**config.mk**
```make
export PLATFORM = sky130hd
export DESIGN_NAME = blast_scan_ctrl
export DESIGN_NICKNAME = d
export VERILOG_FILES = /design/src/rtl/blast_pkg.sv /design/src/rtl/blast_hit_reg.sv /design/src/rtl/blast_scan_ctrl.sv
export SDC_FILE = /design/constraint.sdc
export NUM_CORES = 1
export LEC_CHECK = 0
export CAP_MARGIN = 40
export CELL_PAD_IN_SITES_DETAIL_PLACEMENT = 0
export CELL_PAD_IN_SITES_GLOBAL_PLACEMENT = 1
export CORE_MARGIN = 2
export CORE_UTILIZATION = 37
export DETAILED_ROUTE_END_ITERATION = 8
export PLACE_DENSITY = 0.76
export SETUP_SLACK_MARGIN = 0.4
export SYNTH_ARGS = -nofsm -noshare
export SYNTH_HDL_FRONTEND = slang
export SYNTH_SLANG_ARGS = --single-unit
```
**constraint.sdc**
```tcl
create_clock -name clk -period 2.3 [get_ports clk]
set_input_delay 0.46 -clock clk [delete_from_list [all_inputs] [get_ports clk]]
set_output_delay 0.46 -clock clk [all_outputs]
set_load 0.01 [all_outputs]
```
**src/rtl/blast_pkg.sv**
```systemverilog
// Shared types and default widths for the BLAST seed-scan sequencer.
package blast_pkg;

    // Default field widths of a hit record.
    localparam int SCORE_W = 6;
    localparam int LOC_W   = 9;
    localparam int WORD_W  = 16;
    localparam int OFF_W   = 8;

    // Sequencer states.
    typedef enum logic [2:0] {
        IDLE,
        LOAD_Q,
        WAIT_DB,
        WAIT,
        EVAL,
        EMIT,
        DONE
    } state_t;

endpackage

```
**src/rtl/blast_hit_reg.sv**
```systemverilog
// Hit output register: captures one hit record and holds it stable until
// the consumer accepts it with hit_ready.
module blast_hit_reg #(
    parameter int SCORE_W = blast_pkg::SCORE_W,
    parameter int LOC_W   = blast_pkg::LOC_W,
    parameter int WORD_W  = blast_pkg::WORD_W,
    parameter int OFF_W   = blast_pkg::OFF_W
) (
    input  logic               clk,
    input  logic               rst,
    input  logic               capture,
    input  logic [SCORE_W-1:0] score,
    input  logic [LOC_W-1:0]   loc,
    input  logic [WORD_W-1:0]  word,
    input  logic [OFF_W-1:0]   off,
    input  logic               hit_ready,
    output logic               hit_valid,
    output logic [SCORE_W-1:0] hit_score,
    output logic [LOC_W-1:0]   hit_qloc,
    output logic [WORD_W-1:0]  hit_word,
    output logic [OFF_W-1:0]   hit_off
);

    // Load a new record on capture, drop valid once the consumer takes it.
    always_ff @(posedge clk or negedge rst) begin
        if (!rst) begin
            hit_valid <= 1'b0;
            hit_score <= '0;
            hit_qloc  <= '0;
            hit_word  <= '0;
            hit_off   <= '0;
        end else if (capture) begin
            // NOTE: non-blocking assignments keep every register updating from
            // pre-edge values, so ordering inside the block cannot race.
            hit_valid <= 1'b1;
            hit_score <= score;
            hit_qloc  <= loc;
            hit_word  <= word;
            hit_off   <= off;
        end else if (hit_valid && hit_ready) begin
            hit_valid <= 1'b0;
        end
    end

endmodule

```
**src/rtl/blast_scan_ctrl.sv**
```systemverilog
// BLAST seed-scan sequencer: loads the query, streams database words into the
// shift register, steps it one nucleotide at a time, waits out the comparator
// latency and reports hits through a valid/ready hit record interface.
module blast_scan_ctrl #(
    parameter int DATA_W  = 512,
    parameter int SHIFTS  = 246,
    parameter int CMP_LAT = 2,
    parameter int SCORE_W = blast_pkg::SCORE_W,
    parameter int LOC_W   = blast_pkg::LOC_W,
    parameter int WORD_W  = blast_pkg::WORD_W
) (
    input  logic                        clk,
    input  logic                        rst,
    input  logic                        start,
    input  logic [SCORE_W-1:0]          thresh,
    input  logic                        query_valid,
    output logic                        query_ready,
    output logic                        qry_load,
    input  logic                        db_valid,
    input  logic                        db_last,
    output logic                        db_ready,
    output logic                        sr_load,
    output logic                        sr_shift,
    input  logic [SCORE_W-1:0]          arr_score,
    input  logic [LOC_W-1:0]            arr_loc,
    output logic                        hit_valid,
    input  logic                        hit_ready,
    output logic [SCORE_W-1:0]          hit_score,
    output logic [LOC_W-1:0]            hit_qloc,
    output logic [WORD_W-1:0]           hit_word,
    output logic [blast_pkg::OFF_W-1:0] hit_off,
    output logic                        busy,
    output logic                        done
);
    import blast_pkg::*;

    // A word cannot be shifted further than the nucleotides it holds.
    localparam int NT_PER_WORD = DATA_W / 2;
    localparam int LAST_OFF    = ((SHIFTS < NT_PER_WORD) ? SHIFTS : NT_PER_WORD) - 1;
    localparam int LAT_W       = (CMP_LAT > 1) ? $clog2(CMP_LAT) : 1;

    localparam logic [OFF_W-1:0] OFF_LAST = OFF_W'(LAST_OFF);
    localparam logic [LAT_W-1:0] LAT_LAST = LAT_W'(CMP_LAT - 1);

    state_t               state;
    logic [SCORE_W-1:0]   thr;
    logic [WORD_W-1:0]    word;
    logic [OFF_W-1:0]     off;
    logic [LAT_W-1:0]     lat_cnt;
    logic                 last;
    logic                 hit_now;
    logic                 advance;

    assign qry_load = query_valid & query_ready;
    assign sr_load  = db_valid & db_ready;

    // Hit decision in EVAL, and the advance condition shared by EVAL and EMIT.
    assign hit_now = (state == EVAL) && (thr != '0) && (arr_score >= thr);
    assign advance = ((state == EVAL) && !hit_now) ||
                     ((state == EMIT) && hit_valid && hit_ready);

    // Sequencer FSM with counters and registered handshake/strobe outputs.
    always_ff @(posedge clk or negedge rst) begin
        if (!rst) begin
            state       <= IDLE;
            thr         <= '0;
            word        <= '0;
            off         <= '0;
            lat_cnt     <= '0;
            last        <= 1'b0;
            query_ready <= 1'b0;
            db_ready    <= 1'b0;
            sr_shift    <= 1'b0;
            busy        <= 1'b0;
            done        <= 1'b0;
        end else begin
            sr_shift <= 1'b0;
            done     <= 1'b0;
            case (state)
                IDLE: begin
                    if (start) begin
                        thr         <= thresh;
                        word        <= '0;
                        query_ready <= 1'b1;
                        busy        <= 1'b1;
                        state       <= LOAD_Q;
                    end
                end
                LOAD_Q: begin
                    if (query_valid) begin
                        query_ready <= 1'b0;
                        db_ready    <= 1'b1;
                        state       <= WAIT_DB;
                    end
                end
                WAIT_DB: begin
                    if (db_valid) begin
                        db_ready <= 1'b0;
                        last     <= db_last;
                        off      <= '0;
                        lat_cnt  <= '0;
                        state    <= WAIT;
                    end
                end
                WAIT: begin
                    if (lat_cnt == LAT_LAST) begin
                        state <= EVAL;
                    end else begin
                        lat_cnt <= lat_cnt + LAT_W'(1);
                    end
                end
                EVAL, EMIT: begin
                    if (hit_now) begin
                        state <= EMIT;
                    end else if (advance) begin
                        if (off < OFF_LAST) begin
                            sr_shift <= 1'b1;
                            off      <= off + OFF_W'(1);
                            lat_cnt  <= '0;
                            state    <= WAIT;
                        end else if (last) begin
                            done  <= 1'b1;
                            state <= DONE;
                        end else begin
                            if (word != '1) begin
                                word <= word + WORD_W'(1);
                            end
                            db_ready <= 1'b1;
                            state    <= WAIT_DB;
                        end
                    end
                end
                DONE: begin
                    busy  <= 1'b0;
                    state <= IDLE;
                end
                default: state <= IDLE;
            endcase
        end
    end

    blast_hit_reg #(
        .SCORE_W (SCORE_W),
        .LOC_W   (LOC_W),
        .WORD_W  (WORD_W),
        .OFF_W   (OFF_W)
    ) u_hit_reg (
        .clk       (clk),
        .rst       (rst),
        .capture   (hit_now),
        .score     (arr_score),
        .loc       (arr_loc),
        .word      (word),
        .off       (off),
        .hit_ready (hit_ready),
        .hit_valid (hit_valid),
        .hit_score (hit_score),
        .hit_qloc  (hit_qloc),
        .hit_word  (hit_word),
        .hit_off   (hit_off)
    );

endmodule

```
==> flow_summary_export.csv <==
group,metric,value,unit
route,vias_per_cell,5.35,
setup_path,crit_chain,"inv_2, ha_4, nand4_1, o211ai_4, nand3_4, buf_12, buf_12, mux2_2",
sta,fin_crit_sh,91.9,%
route,firstDrtPassIters,4,
cts,worst_skew_pair.late_latency,0.36,ns
setup_path,worstSetupPathType,"register to register",
floorplanning,start_util,38.2,%
floorplanning,core,0.0104,sq mm
power_and_ir_drop,leakage,2.51,nW
power_and_ir_drop,design_power_total,5.48,mW
cells_and_area,syn_to_final_growth,46.1,%
setup_path,cp_num_buf_inv,3,
synthesis,synth_area_per_cell,10.6,sq um
cells_and_area,drive_gt1_share,31.3,%
synthesis,ys_seq_area_share,50.5,%
sta,setup_viol,0,
floorplanning,die_h,107,um
setup_path,r2r-end,"u_hit_reg.hit_word[8]",
synthesis,synth_nets,411,
floorplanning,die_area,0.0115,sq mm
synthesis,netlist_area,0.00396,sq mm
setup_path,crit_fanout,8,
setup_path,reg2reg_slack,0.19,ns
cells_and_area,final_util,55.8,%
status,status,"complete, no violations",
global_routing,grt_max_degree,52,
setup_path,worstRegToRegCells,8,
cts,tritoncts,"yes",
synthesis,synth-edff-count,0,
sta,slew_violations,0,
sta,setup_tns,0,ns
flow_run,drv_cap,0,
sta,timing.slew.headroom,66.4,%
route,vias,3362,
synthesis,ys.flop_type,"dfrtp_1",
cells_and_area,n_antenna_cell,0,
global_routing,grt_pass1_vias,3309,
route,wl,9.80,mm
cells_and_area,final_nets,526,
cts,cts.sinks,80,
cts,cts_root_buf,"clkbuf_8",
setup_path,startpoint_type,"register",
synthesis,yosys_register_bits,80,
cells_and_area,fill_cells,917,
placement,hpwl,6.74,mm
synthesis,synth_cells,372,
sta,tightestPinTransition,0.504,ns
placement,portBuffers,74,
setup_path,path_common_cell,"buf_12",
setup_path,max_stage_delay,0.38,ns
floorplanning,io_pins,75,
cells_and_area,multi_input_area,0.00208,sq mm
sta,fmax,473,MHz
setup_path,crit_family,"simple AND/OR/NAND/NOR gates",
sta,fin_crit,2.11,ns
route,drt_iter0_markers,134,
synthesis,async_reset_ff_share,100,%
cts,numCtsBuffers,9,
setup_path,worstPathRequired,2.55,ns
route,postRouteAntennaNets,0,
cts,clock_path_buffers,2,
synthesis,yosys_warnings,0,
power_and_ir_drop,powerDensity,947,mW/mm^2
sta,finalHoldViolations,0,
cts,cts.clk_slew.worst_paths,0.09,ns
sta,rsz0062_at_grt,"yes",
setup_path,cp-end-kind,"register",
setup_path,critPathArrivalTime,2.36,ns
sta,skew,0.00949,ns
power_and_ir_drop,peakVddDrop,447,uV
floorplanning,rows,37,
floorplanning,die_w,107,um
route,wl_per_cell,15.6,um
setup_path,r2r-start,"thr[5]",
cells_and_area,seq_area,0.00201,sq mm
setup_path,critPathSlowestCell,"dfrtp_1",
global_routing,grt_overflow,0,
cts,cts-htree-levels,3,
route,drc,0,
global_routing,antenna_found_initial,0,
min_path,hp-class,"input port to async pin",
global_routing,grt_usage,17.6,%
synthesis,synth_cell_types,56,
global_routing,grt_pass1_wl,16.0,mm
placement,gp_congestion,0.802,
cells in the final DEF (no fill, tap or decap), drive strengths merged, types with 2 or more instances in the layout:
cell type / netlist / layout
o211ai: 4 / 4
mux2i: 2 / 2
clkdlybuf4s50: 0 / 65
o21bai: 3 / 3
o21ai: 27 / 27
dlygate4sd2: 0 / 8
and2b: 2 / 2
nand4: 11 / 11
a21oi: 30 / 30
ha: 11 / 11
clkbuf: 5 / 12
nand2: 34 / 34
a31oi: 2 / 2
bufinv: 0 / 2
nor4: 2 / 2
or4: 5 / 5
nand3: 14 / 14
a21boi: 2 / 2
o211a: 2 / 2
nand2b: 5 / 5
nor3: 3 / 3
o22ai: 2 / 2
inv: 15 / 15
and3: 4 / 4
buf: 10 / 46
dfrtp: 80 / 80
nor2: 20 / 20
o31ai: 8 / 8
or3: 11 / 11
mux2: 39 / 39
and2: 4 / 4
sequential cells by signal, summed over array words and instances (netlist names), 3 cells and up:
name	count
off	8
u_hit_reg.hit_off	8
u_hit_reg.hit_qloc	9
word	16
thr	6
u_hit_reg.hit_word	16
u_hit_reg.hit_score	6
state	3
metrics by stage:
step / setup slack [ns] / instance area, sq um / instances / hold WS (ns)
4_1_cts: 0.207 / 5640 / 624 / 0.0262
2_1_floorplan: 0.233 / 4170 / 372 / 0.164
5_1_grt: 0.0853 / 5790 / 628 / 0.0446
3_3_place_gp: -0.406 / 5180 / 594 / 0.426
3_5_place_dp: -0.446 / 5180 / 594 / 0.429
6_report: 0.186 / 5790 / 628 / 0.0186
Yosys cell counts (all sizes together) (8+ instances only):
| cell | number | area (sq um) |
|---|---|---|
| or3 | 11 | 68.8 |
| ha | 11 | 138 |
| nand3 | 14 | 70.1 |
| a21oi | 30 | 150 |
| buf | 10 | 58.8 |
| dfrtp | 80 | 2000 |
| inv | 15 | 56.3 |
| o21ai | 27 | 135 |
| nor2 | 20 | 75.1 |
| o31ai | 8 | 73.8 |
| mux2 | 39 | 439 |
| nand2 | 34 | 128 |
| nand4 | 11 | 68.8 |
worst register-to-register path, stage by stage, from the launching register on:
cell	delay, ns
dfrtp_1	0.38
inv_2	0.06
ha_4	0.28
nand4_1	0.18
o211ai_4	0.29
nand3_4	0.21
buf_12	0.19
buf_12	0.13
mux2_2	0.27
how the worst max path moves through the flow:
stage	startpoint	endpoint	slack [ns]	cells after the start
floorplan	state[1]	word[7]	0.23	10
global placement	arr_score[0]	word[5]	-0.41	10
detailed placement	arr_score[0]	word[3]	-0.45	10
CTS	thr[0]	off[4]	0.21	7
global route	thr[5]	u_hit_reg.hit_word[8]	0.09	8
finish	thr[5]	u_hit_reg.hit_word[8]	0.19	8
final cells by class:
type                            instances  share of cell area (%)
Clock inverter                          4                    1.32
Clock buffer                           12                    2.68
Timing Repair Buffer                  119                    21.1
Sequential cell                        80                    34.7
Tap cell                              136                    2.94
Multi-Input combinational cell        262                    36.0
Inverter                               15                    1.32
logic make-up (layout without fill, tap and decap cells):
logic type,Yosys count,in the layout,synth area share [%]
simple gates,119,119,15.5
flops,80,80,50.5
xor+xnor,1,1,0.221
mux,41,41,11.6
compound gates,90,90,15.3
buf+inv,30,150,3.38
fa+ha+maj,11,11,3.47
timing repair:
action	4_1_cts	5_1_grt
gates resized for setup	29	34
pin swaps	5	13
endpoints found under the setup margin	71	69
hold buffers	0	0
gates cloned	3	0
buffers inserted	11	4
endpoints found under the hold margin	0	0
where the power goes:
part           switching (mW)  internal [mW]  leakage, nW
Sequential              0.207           1.66         1.08
Clock                   0.544          0.673        0.113
Combinational            1.15           1.24         1.31
metal layers:
layer | vias up | track usage, % | wire length (um)
li1 | 1587 | - | -
met1 | 1691 | 22.2 | 4330
met2 | 69 | 29.9 | 4960
met3 | 15 | 2.78 | 313
met4 | 0 | 7.51 | 191
met5 | - | 0 | 0
Note: power is estimated with default switching activity, not from simulation.
